<file path="config.mk">
export PLATFORM = sky130hd
export DESIGN_NAME = sig_capture
export DESIGN_NICKNAME = d
export VERILOG_FILES = /design/src/rtl/sig_capture.sv
export SDC_FILE = /design/constraint.sdc
export NUM_CORES = 1
export LEC_CHECK = 0
export CORE_MARGIN = 2
export CORE_UTILIZATION = 53
export CTS_CLUSTER_DIAMETER = 50
export DETAILED_ROUTE_END_ITERATION = 10
export PLACE_DENSITY = 0.75
export SYNTH_ARGS = -nofsm -noshare
export SYNTH_HDL_FRONTEND = slang
export SYNTH_SLANG_ARGS = --single-unit
</file>
<file path="constraint.sdc">
create_clock -name clk -period 4.8 [get_ports clk]
set_clock_uncertainty 0.15 [all_clocks]
set_input_delay 0.72 -clock clk [delete_from_list [all_inputs] [get_ports clk]]
set_output_delay 0.72 -clock clk [all_outputs]
set_load 0.1 [all_outputs]
</file>
<file path="src/rtl/sig_capture.sv">
// sig_capture: buffers committed stores to SIG_ADDR in a first-word-fall-through
// FIFO and drains them over a valid/ready port. A store to HALT_ADDR stops
// capture. The FIFO then drains, and a sticky halt flag is raised.
module sig_capture #(
  parameter int          DEPTH     = 16,
  parameter logic [31:0] SIG_ADDR  = 32'h0000_0F00,
  parameter logic [31:0] HALT_ADDR = 32'hCAFE_BEEF
) (
  input  logic                      clk,
  input  logic                      rst,
  input  logic                      st_valid,
  input  logic [31:0]               st_addr,
  input  logic [31:0]               st_data,
  output logic                      sig_valid,
  output logic [31:0]               sig_data,
  input  logic                      sig_ready,
  output logic                      halt,
  output logic                      overflow,
  output logic [$clog2(DEPTH):0]    level,
  output logic [15:0]               total
);

  localparam int AW = $clog2(DEPTH);
  localparam int LW = AW + 1;
  localparam logic [LW-1:0] FULL_LVL = LW'(DEPTH);
  localparam logic [LW-1:0] LVL_ONE  = LW'(1);
  localparam logic [AW-1:0] PTR_ONE  = AW'(1);

  localparam logic [1:0] ST_RUN   = 2'd0;
  localparam logic [1:0] ST_DRAIN = 2'd1;
  localparam logic [1:0] ST_DONE  = 2'd2;

  logic [1:0]    state_q, state_d;
  logic [31:0]   mem_q [DEPTH];
  logic [AW-1:0] rd_ptr_q, rd_ptr_d;
  logic [AW-1:0] wr_ptr_q, wr_ptr_d;
  logic [LW-1:0] level_q, level_d;
  logic [15:0]   total_q, total_d;
  logic          overflow_q, overflow_d;

  logic full_s, empty_s, cap_s, pop_s, push_s, drop_s;

  // Decode capture / pop / push / drop from registered occupancy and the store bus.
  always_comb begin
    full_s  = (level_q == FULL_LVL);
    empty_s = (level_q == {LW{1'b0}});
    cap_s   = st_valid && (st_addr == SIG_ADDR) && (state_q == ST_RUN);
    pop_s   = !empty_s && sig_ready;
    push_s  = cap_s && (!full_s || pop_s);
    drop_s  = cap_s && full_s && !pop_s;
  end

  // Next-state for pointers, occupancy, counters and the run/drain/done FSM.
  always_comb begin
    rd_ptr_d   = rd_ptr_q;
    wr_ptr_d   = wr_ptr_q;
    level_d    = level_q;
    total_d    = total_q;
    overflow_d = overflow_q;
    state_d    = state_q;

    if (pop_s) begin
      rd_ptr_d = rd_ptr_q + PTR_ONE;
    end else begin
      rd_ptr_d = rd_ptr_q;
    end

    if (push_s) begin
      wr_ptr_d = wr_ptr_q + PTR_ONE;
    end else begin
      wr_ptr_d = wr_ptr_q;
    end

    case ({push_s, pop_s})
      2'b10:   level_d = level_q + LVL_ONE;
      2'b01:   level_d = level_q - LVL_ONE;
      default: level_d = level_q;
    endcase

    // Saturating count of accepted words.
    if (push_s && (total_q != 16'hFFFF)) begin
      total_d = total_q + 16'd1;
    end else begin
      total_d = total_q;
    end

    if (drop_s) begin
      overflow_d = 1'b1;
    end else begin
      overflow_d = overflow_q;
    end

    case (state_q)
      ST_RUN: begin
        if (st_valid && (st_addr == HALT_ADDR)) begin
          state_d = ST_DRAIN;
        end else begin
          state_d = ST_RUN;
        end
      end
      ST_DRAIN: begin
        // Empty-on-entry still spends one cycle here.
        if (empty_s) begin
          state_d = ST_DONE;
        end else begin
          state_d = ST_DRAIN;
        end
      end
      ST_DONE:  state_d = ST_DONE;
      default:  state_d = ST_RUN;
    endcase
  end

  // Control registers with synchronous active-low reset.
  always_ff @(posedge clk) begin
    if (!rst) begin
      state_q    <= ST_RUN;
      rd_ptr_q   <= {AW{1'b0}};
      wr_ptr_q   <= {AW{1'b0}};
      level_q    <= {LW{1'b0}};
      total_q    <= 16'd0;
      overflow_q <= 1'b0;
    end else begin
      state_q    <= state_d;
      rd_ptr_q   <= rd_ptr_d;
      wr_ptr_q   <= wr_ptr_d;
      level_q    <= level_d;
      total_q    <= total_d;
      overflow_q <= overflow_d;
    end
  end

  // FIFO storage. A push into a full FIFO with a concurrent pop overwrites
  // the slot being read out this cycle, which is safe because the head is
  // consumed at the same edge.
  always_ff @(posedge clk) begin
    if (push_s) begin
      mem_q[wr_ptr_q] <= st_data;
    end
  end

  // Outputs are driven only from registered state. sig_data reads as zero
  // while empty, so it is also zero after reset.
  always_comb begin
    sig_valid = !empty_s;
    if (!empty_s) begin
      sig_data = mem_q[rd_ptr_q];
    end else begin
      sig_data = 32'h0000_0000;
    end
    halt     = (state_q == ST_DONE);
    overflow = overflow_q;
    level    = level_q;
    total    = total_q;
  end

endmodule

</file>
==> metrics.cfg <==
[status]
run_status = complete, no violations

[detailed_routing]
vias_per_cell = 6.10
drtPass1Iterations = 5
post_drt_wl_per_cell_um = 26.8
vias = 10500
ant_nets = 0
drt_iter0_markers = 1035
drc = 0
routed_wl_um = 46000

[place]
dpl_cell_area_um2 = 23400
gp_congestion = 0.771
portBuffers = 123
dpl.hpwl_um = 25100

[power]
leakagePower_nw = 7.79
ir_worst_vdd_mv = 0.251
p_per_area_nw_per_um2 = 387

[die]
die-area_um2 = 41800
std_cell_rows = 73
top_level_ports = 124
start_util_pct = 53.6
die_h_um = 204
coreArea_um2 = 39700
die_w_um = 204

[synthesis]
synth_cells = 979
async_flop_share_pct = 0
syn_area_per_cell_um2 = 21.8
ys_warn_count = 0
synth_flop_cell = edfxtp_1
syn_area_um2 = 21300
synth_edf_count = 512
synthTopCellsByArea = edfxtp_1 (72%), mux4_2 (17%), dfxtp_1 (3.4%)
synth_cell_types = 44
ys_seq_area_share_pct = 75.6
synth_top_area_share_pct = 72.2
synth_seq_cells = 548
syn-num-nets = 1057
synth_top_area_cell = edfxtp_1

[grt]
grt_pass1_vias = 11000
antenna_found_initial = 1
grt_start_max_net_pins = 52
grt_first_pass_wirelength_um = 69700
gr-total-overflow = 0
grt.total_usage_pct = 22.8

[timing]
setup_viol_count_final = 0
max_freq_mhz = 239
hold_viol_final = 0
rsz0062_at_grt = false
slew_violations = 0
finalCritPeriodShare_pct = 87.2
worst_pin_slew_ns = 1.09
setup_tns_ns = 0
min_period_ns = 4.19
relSlewSlack_pct = 27.6

[worst_hold_path]
hold_depth = 2
hold_class = flop to flop

[clock_network]
clkLatencyLatePin_ns = 0.59
post_cts_buffers = 0
cts_tree = yes
cts_hold_buffers = 0
htree_levels = 2
ctsResizeCount = 0
clock_path_buffers = 3
clockRootBuffer = clkbuf_16
clk_pin_slew_ns = 0.06
cts.sinks = 548
cts_buffers = 55

[critical_path]
crit_path_start_kind = flop
crit_type = flop to output port
path_max_fanout = 25
reg2reg_depth = 9
crit_required_ns = 3.93
endpoint_kind = output port
arrival_ns = 3.32

[final_layout]
mostFrequentLayoutCells = edfxtp_1 (512), mux4_2 (160), clkdlybuf4s50_1 (90)
nets = 1223
mostFrequentLayoutCell = edfxtp_1
drive_above_1_share_pct = 28.1
areaGrowthSynthToFinish_pct = 18.6
postLayoutCellArea_um2 = 25300

[job]
maxCapViolations = 0

## layout make-up
type	instances	area [um2]
Sequential cell	548	16100
Multi-Input combinational cell	379	5100
Antenna cell	1	2.50
Fill cell	2624	14500
Timing Repair Buffer	155	1500
Inverter	6	22.5
Tap cell	525	657
Clock buffer	67	1460
Clock inverter	35	404
## cells by family (layout without fill, tap and decap cells)
group           count (synthesis)  in the layout  share of synthesized area (%)
fa+ha+maj                      10             10                          0.623
other cells                     0              1                              0
mux                           163            163                           17.1
simple gates                  155            155                           4.11
buf+inv                        52            263                           1.08
flops                         548            548                           75.6
xor+xnor                       11             11                          0.452
compound gates                 40             40                           1.12
## per-stage QoR
stage          std cells  setup slack, ns  hold slack (ns)  power (mW)  util (%)
3_5_place_dp        1613            0.691            0.340        5.44      58.9
3_3_place_gp        1613            0.783            0.318        5.44      58.9
4_1_cts             1715            0.513            0.353        9.83      63.6
6_report            1716            0.614            0.348        9.77      63.6
2_1_floorplan        979           0.0938            0.318        5.33         -
5_1_grt             1715            0.444            0.376        10.0      63.6
## routing by layer
| layer | vias up | global-route usage (%) | part of all wire, % |
|---|---|---|---|
| li1 | 4450 | - | - |
| met1 | 5506 | 32.3 | 41 |
| met2 | 447 | 37.0 | 50 |
| met3 | 68 | 3.89 | 6.9 |
| met4 | 0 | 6.83 | 2.1 |
| met5 | - | 0 | 0 |
## power breakdown
group / total, mW / switching, mW / internal [mW]
Clock: 4.43 / 1.81 / 2.61
Sequential: 5.21 / 0.000000000407 / 5.21
Combinational: 0.127 / 0.0770 / 0.0504
Total: 9.77 / 1.89 / 7.88
## path summary, 6_finish.rpt
kind / start / end / slack, ns
min: rd_ptr_q[1]$_SDFFE_PN0N_ / flop / 0.35
max reg2reg: level[0]$_SDFFE_PN0P_ / level[4]$_SDFFE_PN0P_ / 1.64
min reg2reg: rd_ptr_q[1]$_SDFFE_PN0N_ / flop / 0.35
max: flop / sig_data[29] / 0.61
## synthesized netlist by cell type (2+ instances only)
cell and count:
o21ai_0 8, nor2_1 29, xnor2_1 3, edfxtp_1 512, xor2_1 8, nand3_1 14
buf_2 13, buf_1 4, and3_1 2, nor3b_1 3, mux2i_1 2, or3_1 7
nand2_1 20, nor4_1 6, a21oi_1 20, a21o_1 3, nor2b_1 2, or4_1 5
dfxtp_1 36, inv_1 5, and2_1 35, mux4_2 160, ha_1 9, buf_6 2
nor3_1 6, o31ai_1 6, clkbuf_1 26, nand2b_1 4, nand4_1 14
## flip-flops by register name, indices dropped and copies added (netlist names), named ones only
| signal | count |
|---|---|
| wr_ptr_q | 4 |
| state_q | 2 |
| overflow | 1 |
| mem_q | 512 |
| level | 5 |
| rd_ptr_q | 4 |
| total | 16 |
## worst max-delay path: stages (launching register included)
cell	delay, ns
dfxtp_4	0.74
buf_4	0.47
mux4_2	0.61
mux4_2	0.49
and2_1	0.17
buf_4	0.23
(Power assumes the default switching activity.)
